**src/rtl/parity_serializer_pkg.sv**
```systemverilog
// Shared definitions for the parity serializer: FSM state encoding and
// counter-width helpers used to size the baud and bit counters.
package parity_serializer_pkg;

    // Frame sequencer states; encoding matches the register map seen by debug tools.
    typedef enum logic [2:0] {
        StIdle   = 3'd0,
        StStart  = 3'd1,
        StData   = 3'd2,
        StParity = 3'd3,
        StStop   = 3'd4
    } state_e;

    localparam int unsigned DefaultDataWidth  = 8;
    localparam int unsigned DefaultClksPerBit = 16;

    // Width of a counter that must hold 0..n-1; never narrower than one bit.
    function automatic int unsigned cnt_width(input int unsigned n);
        return (n <= 1) ? 1 : $clog2(n);
    endfunction

endpackage

```
**src/rtl/parity_serializer_if.sv**
```systemverilog
// Upstream word handshake plus serial-line status for the parity serializer.
// master: the word producer / line observer. slave: the serializer itself.
interface parity_serializer_if
    import parity_serializer_pkg::*;
#(
    parameter int unsigned DATA_WIDTH = DefaultDataWidth
);

    logic [DATA_WIDTH-1:0] di;
    logic                  di_valid;
    logic                  di_ready;
    logic                  tx;
    logic                  busy;

    modport master (
        output di,
        output di_valid,
        input  di_ready,
        input  tx,
        input  busy
    );

    modport slave (
        input  di,
        input  di_valid,
        output di_ready,
        output tx,
        output busy
    );

endinterface

```
**src/rtl/parity_serializer_gen.sv**
```systemverilog
// Even-parity generator: output is 1 when the word holds an odd number of
// ones, so word plus parity bit always carries an even count.
module parity_serializer_gen #(
    parameter int unsigned DATA_WIDTH = 8
) (
    input  logic [DATA_WIDTH-1:0] data,
    output logic                  parity
);

    assign parity = ^data;

endmodule

```
**src/rtl/parity_serializer.sv**
```systemverilog
// Parallel-to-serial framer: start bit, data LSB-first, parity bit, stop bit,
// each held CLKS_PER_BIT cycles. The line output is registered.
// Build option: define PARITY_SERIALIZER_ODD_EN for odd parity (default even).
module parity_serializer
    import parity_serializer_pkg::*;
#(
    parameter int unsigned DATA_WIDTH   = DefaultDataWidth,
    parameter int unsigned CLKS_PER_BIT = DefaultClksPerBit
) (
    input  logic           clk,
    input  logic           rst,
    parity_serializer_if.slave bus
);

    localparam int unsigned BaudW = cnt_width(CLKS_PER_BIT);
    localparam int unsigned BitW  = cnt_width(DATA_WIDTH);

    localparam logic [BaudW-1:0] BaudLast = BaudW'(CLKS_PER_BIT - 1);
    localparam logic [BitW-1:0]  BitLast  = BitW'(DATA_WIDTH - 1);

    state_e                state_q, state_d;
    logic [BaudW-1:0]      baud_q, baud_d;
    logic [BitW-1:0]       bit_q, bit_d;
    logic [DATA_WIDTH-1:0] shift_q, shift_d;
    logic                  parity_q, parity_d;
    logic                  tx_q, tx_d;

    logic gen_parity;
    logic frame_parity;
    logic handshake;
    logic baud_done;

    parity_serializer_gen #(
        .DATA_WIDTH(DATA_WIDTH)
    ) u_gen (
        .data  (bus.di),
        .parity(gen_parity)
    );

`ifdef PARITY_SERIALIZER_ODD_EN
    assign frame_parity = ~gen_parity;
`else
    assign frame_parity = gen_parity;
`endif

    // Ready is masked by rst so nothing is offered while reset is held.
    assign bus.di_ready = (state_q == StIdle) && !rst;
    assign bus.busy     = (state_q != StIdle);
    assign bus.tx       = tx_q;

    assign handshake = bus.di_valid && bus.di_ready;
    assign baud_done = (baud_q == BaudLast);

    // Next-state logic for the frame sequencer, counters, shifter and line.
    always_comb begin
        state_d  = state_q;
        baud_d   = baud_q;
        bit_d    = bit_q;
        shift_d  = shift_q;
        parity_d = parity_q;
        tx_d     = 1'b1;

        unique case (state_q)
            StIdle: begin
                baud_d = '0;
                bit_d  = '0;
                if (handshake) begin
                    shift_d  = bus.di;
                    parity_d = frame_parity;
                    state_d  = StStart;
                end
            end
            StStart: begin
                if (baud_done) begin
                    state_d = StData;
                end
            end
            StData: begin
                if (baud_done) begin
                    if (bit_q == BitLast) begin
                        bit_d   = '0;
                        state_d = StParity;
                    end else begin
                        bit_d   = bit_q + 1'b1;
                        shift_d = shift_q >> 1;
                    end
                end
            end
            StParity: begin
                if (baud_done) begin
                    state_d = StStop;
                end
            end
            StStop: begin
                if (baud_done) begin
                    state_d = StIdle;
                end
            end
            default: begin
                state_d = StIdle;
            end
        endcase

        if (state_q != StIdle) begin
            baud_d = baud_done ? '0 : baud_q + 1'b1;
        end

        // Line level is chosen from the upcoming state so tx changes on the
        // same edge as the state it belongs to.
        unique case (state_d)
            StStart:  tx_d = 1'b0;
            StData:   tx_d = shift_d[0];
            StParity: tx_d = parity_d;
            default:  tx_d = 1'b1;
        endcase
    end

    // State register; reset aborts any frame immediately and idles the line.
    always_ff @(posedge clk or posedge rst) begin
        if (rst) begin
            state_q  <= StIdle;
            baud_q   <= '0;
            bit_q    <= '0;
            shift_q  <= '0;
            parity_q <= 1'b0;
            tx_q     <= 1'b1;
        end else begin
            state_q  <= state_d;
            baud_q   <= baud_d;
            bit_q    <= bit_d;
            shift_q  <= shift_d;
            parity_q <= parity_d;
            tx_q     <= tx_d;
        end
    end

endmodule

```
**src/flat_wrapper.sv**
```systemverilog
// flat-port wrapper written by rule: the top's interface ports become plain ports
module parity_serializer_flat import parity_serializer_pkg::*;
#(
    parameter int unsigned DATA_WIDTH   = DefaultDataWidth,
    parameter int unsigned CLKS_PER_BIT = DefaultClksPerBit
)
  (clk, rst, bus_di, bus_di_valid, bus_di_ready, bus_tx, bus_busy);
  parity_serializer_if #(.DATA_WIDTH(DATA_WIDTH)) bus_i ();
  input  logic clk;
  input  logic rst;
  input wire logic [$bits(bus_i.di)-1:0] bus_di;
  input wire logic [$bits(bus_i.di_valid)-1:0] bus_di_valid;
  output wire logic [$bits(bus_i.di_ready)-1:0] bus_di_ready;
  output wire logic [$bits(bus_i.tx)-1:0] bus_tx;
  output wire logic [$bits(bus_i.busy)-1:0] bus_busy;
  assign bus_i.di = bus_di;
  assign bus_i.di_valid = bus_di_valid;
  assign bus_di_ready = bus_i.di_ready;
  assign bus_tx = bus_i.tx;
  assign bus_busy = bus_i.busy;
  parity_serializer #(.DATA_WIDTH(DATA_WIDTH), .CLKS_PER_BIT(CLKS_PER_BIT)) u_core (.clk(clk), .rst(rst), .bus(bus_i));
endmodule
```
**config.mk**
```make
export PLATFORM = sky130hd
export DESIGN_NAME = parity_serializer_flat
export DESIGN_NICKNAME = d
export VERILOG_FILES = /design/src/rtl/parity_serializer_pkg.sv /design/src/rtl/parity_serializer_if.sv /design/src/rtl/parity_serializer_gen.sv /design/src/rtl/parity_serializer.sv /design/src/flat_wrapper.sv
export SDC_FILE = /design/constraint.sdc
export NUM_CORES = 1
export LEC_CHECK = 0
export CAP_MARGIN = 40
export CELL_PAD_IN_SITES_DETAIL_PLACEMENT = 1
export CELL_PAD_IN_SITES_GLOBAL_PLACEMENT = 2
export CORE_MARGIN = 4
export CORE_UTILIZATION = 35
export DETAILED_ROUTE_END_ITERATION = 12
export PLACE_DENSITY = 0.91
export RECOVER_POWER = 100
export SLEW_MARGIN = 10
export SYNTH_ARGS = -nofsm -noshare
export SYNTH_HDL_FRONTEND = slang
export SYNTH_HIERARCHICAL = 1
export SYNTH_SLANG_ARGS = --single-unit
```
**constraint.sdc**
```tcl
create_clock -name clk -period 4.9 [get_ports clk]
set_clock_uncertainty 0.15 [all_clocks]
set_input_delay 0.98 -clock clk [delete_from_list [all_inputs] [get_ports clk]]
set_output_delay 0.98 -clock clk [all_outputs]
set_load 0.05 [all_outputs]
```
==> run_results.csv <==
group,metric,value,unit
run_status,status,"finished clean",
global_route,grt_pass1_wl,3.981,mm
worst_setup_path,crit_top_cell,"dlygate4sd3_1",
power_and_ir_drop,ir_worst_vdd,0.1188,mV
global_route,grt_pass1_vias,872,
sta,worstMarginPinSlew,1302,ps
sta,fin_ws,1121,ps
floorplan,die_x,62.54,um
logic_synthesis,synth_seq_cells,20,
worst_setup_path,worst_ep_arrival_time,2650,ps
sta,fmax,264.6,MHz
worst_setup_path,crit_fanout,3,
global_route,grt_antenna_before_repair,0,
floorplan,core_area,2805,um^2
final_layout,antenna_cells,0,
placed_design,dpl.hpwl,1.681,mm
logic_synthesis,netlist_instances,99,
hold_path,min_path_type,"register to register",
final_layout,layout_commonest_cell,"dfrtp_1",
detailed_routing,wire_per_inst,16.01,um
logic_synthesis,synth_area,1041,um^2
global_route,grt_overflow_total,0,
logic_synthesis,synth_cell_types,30,
global_route,grt_max_degree,21,
detailed_routing,first_pass_iters,4,
sta,layout_min_cycle_time,3779,ps
sta,finalCritPeriodShare,0.7712,
flow_run,drv_cap,0,
placed_design,post-place-ws,1315,ps
floorplan,die-area,3911,um^2
worst_setup_path,cp.required,3770,ps
logic_synthesis,synth_ff_type,"dfrtp_1",
final_layout,drive_gt1_frac,0.07018,
clock_network,clk_path_buf_depth,2,
power_and_ir_drop,leakage,0.5793,nW
sta,rsz0062_at_grt,"no",
power_and_ir_drop,p_total,336.3,uW
clock_network,cts_resized,0,
detailed_routing,vias,775,
sta,finalSetupTns,0,ps
detailed_routing,via_per_inst,5.345,
logic_synthesis,async_reset_ff_frac,1.000,
placed_design,port_buffers,13,
floorplan,initial_core_util,0.3711,
detailed_routing,drt-total-wl,2.321,mm
floorplan,ios,14,
worst_setup_path,max_stage_delay,910,ps
sta,hold_viol_final,0,
sta,finalSetupViolations,0,
clock_network,clkSinkCount,20,
placed_design,numPlacedInstances,141,
global_route,grt_use_total,0.1286,
worst_setup_path,cp-start-kind,"primary input",
logic_synthesis,synth_edf_count,0,
detailed_routing,drtIter0Drc,34,
clock_network,tritoncts,"yes",
final_layout,fillers,328,
placed_design,gp_congestion,0.7068,
worst_setup_path,path_class,"primary input to output pin",
clock_network,h-tree-depth,1,
logic_synthesis,ys_warn_count,6,
sta,holdWs,339.2,ps
floorplan,die_h,62.54,um
clock_network,insertion_delay,310,ps
logic_synthesis,ys_seq_area_frac,0.4820,
final_layout,most-common-layout-cells,"19 x dfrtp_1, 18 x nand2_1, 9 x clkdlybuf4s50_1",
final_layout,stdcell_count,145,
logic_synthesis,synth_nets,113,
detailed_routing,remaining_drc_errors,0,
final_layout,area_growth,17.31,%
detailed_routing,drtAntennaViolNets,0,
sta,slew_headroom,0.1299,
worst_setup_path,slowest_stage,"dlygate4sd3_1",
floorplan,num_rows,19,
clock_network,cts-root-buf,"clkbuf_4",
worst_setup_path,endpoint_kind,"output pin",
power_and_ir_drop,power_density,275.4,nW/um^2
sta,slew_viol_final,0,
clock_network,cts_setup_buffers,0,
worst_setup_path,crit_chain,"dlygate4sd3_1, nor2_1, dlygate4sd3_1",
clock_network,holdBufCountCts,0,
clock_network,clk_pin_slew_worst_paths,130,ps
clock_network,numCtsBuffers,3,
logic_synthesis,avgSynthCellArea,10.52,um^2
final_layout,fin_nets,129,
## power breakdown
group | leakage, nW | switching, mW | internal, mW | total (mW)
registers | 0.258 | 0.00136 | 0.168 | 0.170
logic | 0.294 | 0.0130 | 0.0155 | 0.0284
clock network | 0.0279 | 0.0553 | 0.0827 | 0.138
total | 0.579 | 0.0696 | 0.267 | 0.336
## kinds of logic (layout without fill, tap and decap cells)
| group | after synthesis | in the layout | synth area share |
|---|---|---|---|
| adder cells (fa/ha/maj) | 3 | 3 | 0.03606 |
| AND/OR/NAND/NOR | 42 | 42 | 0.2188 |
| AO/OA/AOI/OAI | 18 | 18 | 0.1394 |
| buffers and inverters | 5 | 20 | 0.02644 |
| flip-flops | 20 | 20 | 0.4820 |
| XOR/XNOR | 9 | 9 | 0.07573 |
| multiplexers | 2 | 2 | 0.02163 |
## Yosys cell counts (2+ instances only)
cell       n  area share
dfrtp_1   19        0.46
nand2_1   18       0.065
a22oi_1    8       0.058
nor2_1     7       0.025
xnor2_1    6       0.050
nand3_1    4       0.019
o21ai_0    4       0.019
and2_1     3       0.018
ha_1       3       0.036
inv_1      3       0.011
xor2_1     3       0.025
a21o_1     2       0.014
nand4b_1   2       0.017
## sequential cells by signal, summed over array words and instances (netlist names)
name / flops
u_core/shift_q: 8
u_core/bus.tx: 1
u_core/bit_q: 3
u_core/baud_q: 4
u_core/state_q: 3
u_core/parity_q: 1
## through the flow
stage               utilization  instance area [um^2]
finish                   0.4353                  1221
global route             0.4353                  1221
CTS                      0.4442                  1246
detailed placement       0.4255                  1194
global placement         0.4255                  1194
floorplan                     -                  1041
## layer usage
layer / part of all wire / vias up / global-route usage
li1: - / 375 / -
met1: 0.45 / 388 / 0.1564
met2: 0.52 / 10 / 0.2264
met3: 0.025 / 2 / 0.02518
met4: 0.0086 / 0 / 0.04132
met5: 0 / - / 0
## worst paths after layout
kind	startpoint	to	slack, ps	cells past startpoint
max	rst	bus_di_ready	1120	3
min	u_core/bit_q[1]	u_core/bit_q[1]	340	2
max reg2reg	u_core/state_q[2]	u_core/bus.tx	1690	5
min reg2reg	u_core/bit_q[1]	u_core/bit_q[1]	340	2
max in group asynchronous	rst	u_core/baud_q[1]	2940	2
min in group asynchronous	rst	u_core/parity_q	1170	2
## area by class of cell
type                            instances  area [um^2]  area share
Clock buffer                            3        22.52     0.01844
Multi-Input combinational cell         74        486.7      0.3986
Tap cell                               31        38.79     0.03176
Inverter                                3        11.26    0.009221
Sequential cell                        20        501.7      0.4109
Clock inverter                          1        30.03     0.02459
Timing Repair Buffer                   13        130.1      0.1066
## critical path: cells and delay by family
kind,cells,cell delay (ps)
buf+inv,2,1500
simple gates,1,170
Note: power is estimated with default switching activity, not from simulation.
